$ cat config.mk
export PLATFORM = sky130hd
export DESIGN_NAME = imm_extend_pipe
export DESIGN_NICKNAME = d
export VERILOG_FILES = /design/src/rtl/imm_extend_pipe.sv
export SDC_FILE = /design/constraint.sdc
export NUM_CORES = 1
export LEC_CHECK = 0
export ABC_AREA = 1
export BUFFER_PORTS_ARGS = -buffer_cell sky130_fd_sc_hd__buf_2
export CORE_ASPECT_RATIO = 0.5
export CORE_MARGIN = 2
export CORE_UTILIZATION = 35
export DETAILED_ROUTE_END_ITERATION = 12
export SYNTH_ARGS = -nofsm -noshare
export SYNTH_HDL_FRONTEND = slang
export SYNTH_SLANG_ARGS = --single-unit
$ cat constraint.sdc
create_clock -name clk -period 1.51 [get_ports clk]
set_input_delay 0.0755 -clock clk [delete_from_list [all_inputs] [get_ports clk]]
set_output_delay 0.0755 -clock clk [all_outputs]
set_load 0.03 [all_outputs]
$ cat src/rtl/imm_extend_pipe.sv
// imm_extend_pipe: registered immediate-extension stage between decode and the
// ID/EX operand mux. It widens an IN_W-bit immediate to OUT_W bits in one of four
// modes: sign, zero, upper (LUI) and branch offset (sign << 2). Transfers use a
// valid/ready handshake, and a synchronous flush drops every beat the stage holds.
//
// Build option: IMM_EXT_SKID_EN
//   defined   - two-entry (main + skid) buffer with a registered in_ready, so
//               there is no combinational path from out_ready to in_ready.
//   undefined - single register stage; in_ready = !out_valid || out_ready.
module imm_extend_pipe #(
   parameter int IN_W  = 16,
   parameter int OUT_W = 32
) (
   input  logic             clk,
   input  logic             rst_n,
   input  logic             flush,
   input  logic             in_valid,
   output logic             in_ready,
   input  logic [IN_W-1:0]  in_imm,
   input  logic [1:0]       in_mode,
   output logic             out_valid,
   input  logic             out_ready,
   output logic [OUT_W-1:0] out_data
);

   localparam int E = OUT_W - IN_W;

   localparam logic [1:0] MODE_SIGN   = 2'd0;
   localparam logic [1:0] MODE_ZERO   = 2'd1;
   localparam logic [1:0] MODE_UPPER  = 2'd2;
   localparam logic [1:0] MODE_BRANCH = 2'd3;

   logic [OUT_W-1:0] sext;
   logic [OUT_W-1:0] ext;
   logic             accept;
   logic             deliver;
   logic [OUT_W-1:0] main_data;

   // Extension is evaluated on the incoming beat; only the result is stored.
   always_comb begin
      sext = {{E{in_imm[IN_W-1]}}, in_imm};
      case (in_mode)
         MODE_SIGN:   ext = sext;
         MODE_ZERO:   ext = {{E{1'b0}}, in_imm};
         MODE_UPPER:  ext = {in_imm, {E{1'b0}}};
         MODE_BRANCH: ext = {sext[OUT_W-3:0], 2'b00};
         default:     ext = sext;
      endcase
   end

   assign accept   = in_valid && in_ready;
   assign deliver  = out_valid && out_ready;
   assign out_data = main_data;

`ifdef IMM_EXT_SKID_EN

   localparam logic [1:0] ST_EMPTY = 2'd0;
   localparam logic [1:0] ST_ONE   = 2'd1;
   localparam logic [1:0] ST_FULL  = 2'd2;

   logic [1:0]       state;
   logic [1:0]       state_nxt;
   logic             ready_q;
   logic [OUT_W-1:0] skid_data;
   logic             load_main_ext;
   logic             load_main_skid;
   logic             load_skid;

   assign in_ready  = ready_q;
   assign out_valid = (state != ST_EMPTY);

   // Occupancy transitions and the data moves that go with them.
   always_comb begin
      state_nxt      = state;
      load_main_ext  = 1'b0;
      load_main_skid = 1'b0;
      load_skid      = 1'b0;
      case (state)
         ST_EMPTY: begin
            if (accept) begin
               state_nxt     = ST_ONE;
               load_main_ext = 1'b1;
            end
         end
         ST_ONE: begin
            if (accept && deliver) begin
               load_main_ext = 1'b1;
            end else if (deliver) begin
               state_nxt = ST_EMPTY;
            end else if (accept) begin
               state_nxt = ST_FULL;
               load_skid = 1'b1;
            end
         end
         ST_FULL: begin
            // in_ready is low here, so only a deliver can move the state.
            if (deliver) begin
               state_nxt      = ST_ONE;
               load_main_skid = 1'b1;
            end
         end
         default: state_nxt = ST_EMPTY;
      endcase
      // Flush drops both entries and the concurrent input beat, and leaves
      // out_data on its last value.
      if (flush) begin
         state_nxt      = ST_EMPTY;
         load_main_ext  = 1'b0;
         load_main_skid = 1'b0;
         load_skid      = 1'b0;
      end
   end

   // State and the registered in_ready, which is low only while both entries are full.
   always_ff @(posedge clk or negedge rst_n) begin
      if (!rst_n) begin
         state   <= ST_EMPTY;
         ready_q <= 1'b1;
      end else begin
         state   <= state_nxt;
         ready_q <= (state_nxt != ST_FULL);
      end
   end

   // Main and skid data registers.
   always_ff @(posedge clk or negedge rst_n) begin
      if (!rst_n) begin
         main_data <= '0;
         skid_data <= '0;
      end else begin
         if (load_main_ext)       main_data <= ext;
         else if (load_main_skid) main_data <= skid_data;
         if (load_skid)           skid_data <= ext;
      end
   end

`else

   logic vld;

   assign in_ready  = !out_valid || out_ready;
   assign out_valid = vld;

   // Single register stage: an accept overwrites the entry (a simultaneous
   // deliver lets the new result replace the old); a lone deliver empties it.
   always_ff @(posedge clk or negedge rst_n) begin
      if (!rst_n) begin
         vld       <= 1'b0;
         main_data <= '0;
      end else if (flush) begin
         vld <= 1'b0;
      end else if (accept) begin
         vld       <= 1'b1;
         main_data <= ext;
      end else if (deliver) begin
         vld <= 1'b0;
      end
   end

`endif

endmodule

Yosys cells after proc, flatten, opt, wreduce, memory -nomap -nowiden:

Cells that the tools add are included.

* flip-flop bits (word level): 33
* word-level logic and storage cells: 17

* reductions and logical operators: 7
* bitwise gates (word level): 1
* mux-type cells: 4
* eq/ne operators: 3

Operator list (count)
* $pmux W32 S4: 1
* $eq A2 B2 Y1 const B: 2
* $mux W1: 3
* $reduce_bool A3 Y1: 1
* $eq A2 B1 Y1 const B: 1
* $logic_and A1 B1 Y1: 2
* $logic_not A2 Y1: 1
* $reduce_and A2 Y1: 1
* $logic_not A1 Y1: 1
* $logic_or A1 B1 Y1: 1
* $not A1 Y1: 1

Longest topological paths before layout:

* depth in word-level cells: 5
* mapped depth: 8

Worst setup path before layout:

Ideal clock, no wire load.

* kind: flip-flop to flip-flop
* start point: reg vld (netlist: out_valid)
* end point: reg main_data[10] (netlist: out_data[10])
* clock period less this slack: 1.379 ns
* required time: 1.393 ns
* setup slack: 0.131 ns
* arrival time: 1.262 ns
* cell stages (with the launch flop): 8
* library setup time: 0.117 ns
* buffers on the path: 2
* path through: dfrtp_1 nand2_2 nand2_4 inv_2 buf_6 buf_6 nand2_1 nand2_1

* word-level cells in the longest chain between the ends: 4

RTL lines
* from (decl): line 139 `logic vld;`
* from (signal assigned): line 148 `vld <= 1'b0;`
* from (signal assigned): line 151 `vld <= 1'b0;`
* from (signal assigned): line 153 `vld <= 1'b1;`
* $logic_not A1 Y1: line 141 `assign in_ready = !out_valid || out_ready;`
* $logic_or A1 B1 Y1: line 141
* named net in_ready: line 18 `output logic in_ready,`
* $logic_and A1 B1 Y1: line 51 `assign accept = in_valid && in_ready;`
* $reduce_and A2 Y1 (no source line)
* to (signal assigned): line 154 `main_data <= ext;`
* to (decl): line 37 `logic [OUT_W-1:0] main_data;`

The timed path passes the listed nets, and every way through them passes these cells.
A chain may end at the register's enable or synchronous reset.

Worst setup path after layout:

* start point: in flush
* end point: reg main_data[3] (netlist: out_data[3])

* word-level cells in the longest chain between the ends: 2

RTL lines
* from (decl): line 16 `input logic flush,`
* $not A1 Y1 (no source line)
* $reduce_and A2 Y1 (no source line)

No other way between the ends.

==> flow_summary.toml <==
[sta]
final_hold_viol_count = 0
setup_viol = 0
max-slew-margin-rel = 0.500
fin_tns_setup_ps = 0
timing.hold.ws_ps = 72.3
slew_viol_final = 0
worst_pin_slew_ps = 749
grt_setup_unrepaired = "false"
finClkSkew_ps = 3.36
fin_crit_sh = 0.819
max_freq_ghz = 0.809
post-route-min-period_ps = 1240
setup_ws_ps = 274

[synth]
synth_top_family_by_area = "simple AND/OR/NAND/NOR gates"
synth_top_cell_by_area = "dfrtp_1"
ys_seq_area_frac = 0.485
synth_seq_cells = 33
synthAdderAreaFrac = 0
synth_top_area_frac = 0.485
synthSimpleGateAreaFrac = 0.421
synthTopCellsByArea = "dfrtp_1 48%, nand2_1 30%, nand3_1 9.1%"
muxShareOfSynthArea = 0
synth_area_um2 = 1700
syn_area_per_cell_um2 = 7.44
synth_compound_area_frac = 0.0147
yosysUniqueCellTypes = 16
synth_xor_area_frac = 0
synth.net_count = 252
yosysWarnings = 0
synthesis.instances = 229

[job]
max-cap-violations = 0

[detailed_routing]
dr_total_vias = 1608
met2_length_mm = 1.72
wl_per_cell_um = 11.7
dr.first_iter.drc_count = 146
wirelength_met1_mm = 2.09
routed.top_layer = "met4"
met3WireLength_um = 243
drc = 0
vias_per_cell = 4.59
antenna_left = 0
drtPass1Iterations = 5
totalWireLength_mm = 4.10

[place]
hpwl_mm = 2.95
pre_cts_ws_ps = 221
place.gp.congestion = 0.848
port_buffers = 56
dpl_cell_area_um2 = 1970

[outcome]
status = "completed"

[worst_setup_path]
worst_setup_path_start_kind = "input pin"
crit_path_end_kind = "flop"
arrival_ps = 1460
cpMostUsedCell = "nand2_1"
slowest_delay_ps = 530
worstPathRequired_ps = 1730
critPathKind = "input pin to flop"
critPathMaxFanout = 29
cp_slowest_cell = "dlygate4sd3_1"
crit_chain = "dlygate4sd3_1 > buf_2 > nor2_4 > nand2_4 > inv_4 > nand2_1 > nand2_1"

[floorplan]
die_w_um = 103
io_pins = 57
dieHeight_um = 53.3
core_um2 = 4530
start_util = 0.376
rows = 17
die_area_um2 = 5480

[global_route]
grt_pass1_vias = 1404
antenna_found_initial = 0
grt_pass1_wl_mm = 6.54
grt_overflow = 0
grt_usage = 0.158
grt_max_degree = 34

[layout]
drive_gt1_frac = 0.268
num-nets-final = 306
final_area_um2 = 2090
final_common_cell = "nand2_1"
diodes = 0
final_cell_mix = "135 x nand2_1, 56 x buf_2, 33 x dfrtp_1"
synthToLayoutAreaGrowth_pct = 22.8

[clocking]
post_cts_buffers = 0
cts_max_path_buffers = 2
path_clk_slew_ps = 70
clock-sinks = 33
cts-root-buf = "clkbuf_8"
worstSkewPairLatency_ps = 280
cts_tree = "yes"
htreeDepth = 2
numCtsBuffers = 5

[power_and_ir_drop]
p_per_area_nw_per_um2 = 1210
leakage_nw = 1.26
irDropWorstVdd_mv = 0.419

[worst_hold_path]
hold_class = "input pin to flop"
-- worst paths after layout --
kind | from | to | slack (ps) | cells after the start
worst max-delay path | flush | out_data[3] | 270 | 7
worst min register to register | out_data[13] | out_data[13] | 470 | 2
min in group asynchronous | rst_n | out_data[10] | 400 | 2
max in group asynchronous | rst_n | out_data[3] | 630 | 2
worst min-delay path | in_imm[1] | out_data[1] | 70 | 3
worst max register to register | out_valid | out_data[3] | 360 | 5
-- worst max-delay path: cells and delay by family --
family / cells / cell delay (ps)
and+or+nand+nor: 4 / 440
buffers and inverters: 3 / 930
-- state kept, by name (all words and copies together), names as in the netlist --
name	flops
out_data	32
out_valid	1
-- where the power goes --
part	switching, mW	internal [mW]
Combinational	0.515	0.207
Clock	0.317	0.412
Sequential	0.0634	1.01
-- layout make-up --
| cell class | instances | area (um2) |
|---|---|---|
| flip-flops and latches | 33 | 826 |
| well taps | 66 | 82.6 |
| repair buffers | 60 | 315 |
| clock inverters | 1 | 5.00 |
| clock buffers | 7 | 96.3 |
| multi-input cells | 177 | 743 |
| inverters | 6 | 25.0 |
| fillers | 471 | 2440 |
-- per-stage QoR --
step / std cells / power, mW / util
after CTS: 350 / 2.55 / 0.461
after global routing: 350 / 2.66 / 0.462
final: 350 / 2.53 / 0.462
after detailed placement: 340 / 1.81 / 0.435
after floorplan: 229 / 1.59 / -
after global placement: 340 / 1.81 / 0.435
-- synth_stat cells (all sizes together) --
cell	count
nor2	2
o21ai	4
nand3	32
dfrtp	33
a21oi	1
inv	6
nand2	138
buf	13
-- timing repair --
item,in CTS,in global routing
hold endpoints to repair,34,0
hold buffers,2,0
endpoints found under the setup margin,0,14
gates resized for setup,0,2
-- per-layer routing --
layer,vias up,global-route usage
li1,818,-
met1,727,0.225
met2,58,0.231
met3,5,0.0476
met4,0,0.0400
met5,-,0
-- kinds of logic (layout without fill, tap and decap cells) --
kind of cell,Yosys count,in the layout
simple gates,172,172
flops,33,33
buf+inv,19,74
compound gates,5,5
(Power assumes the default switching activity.)
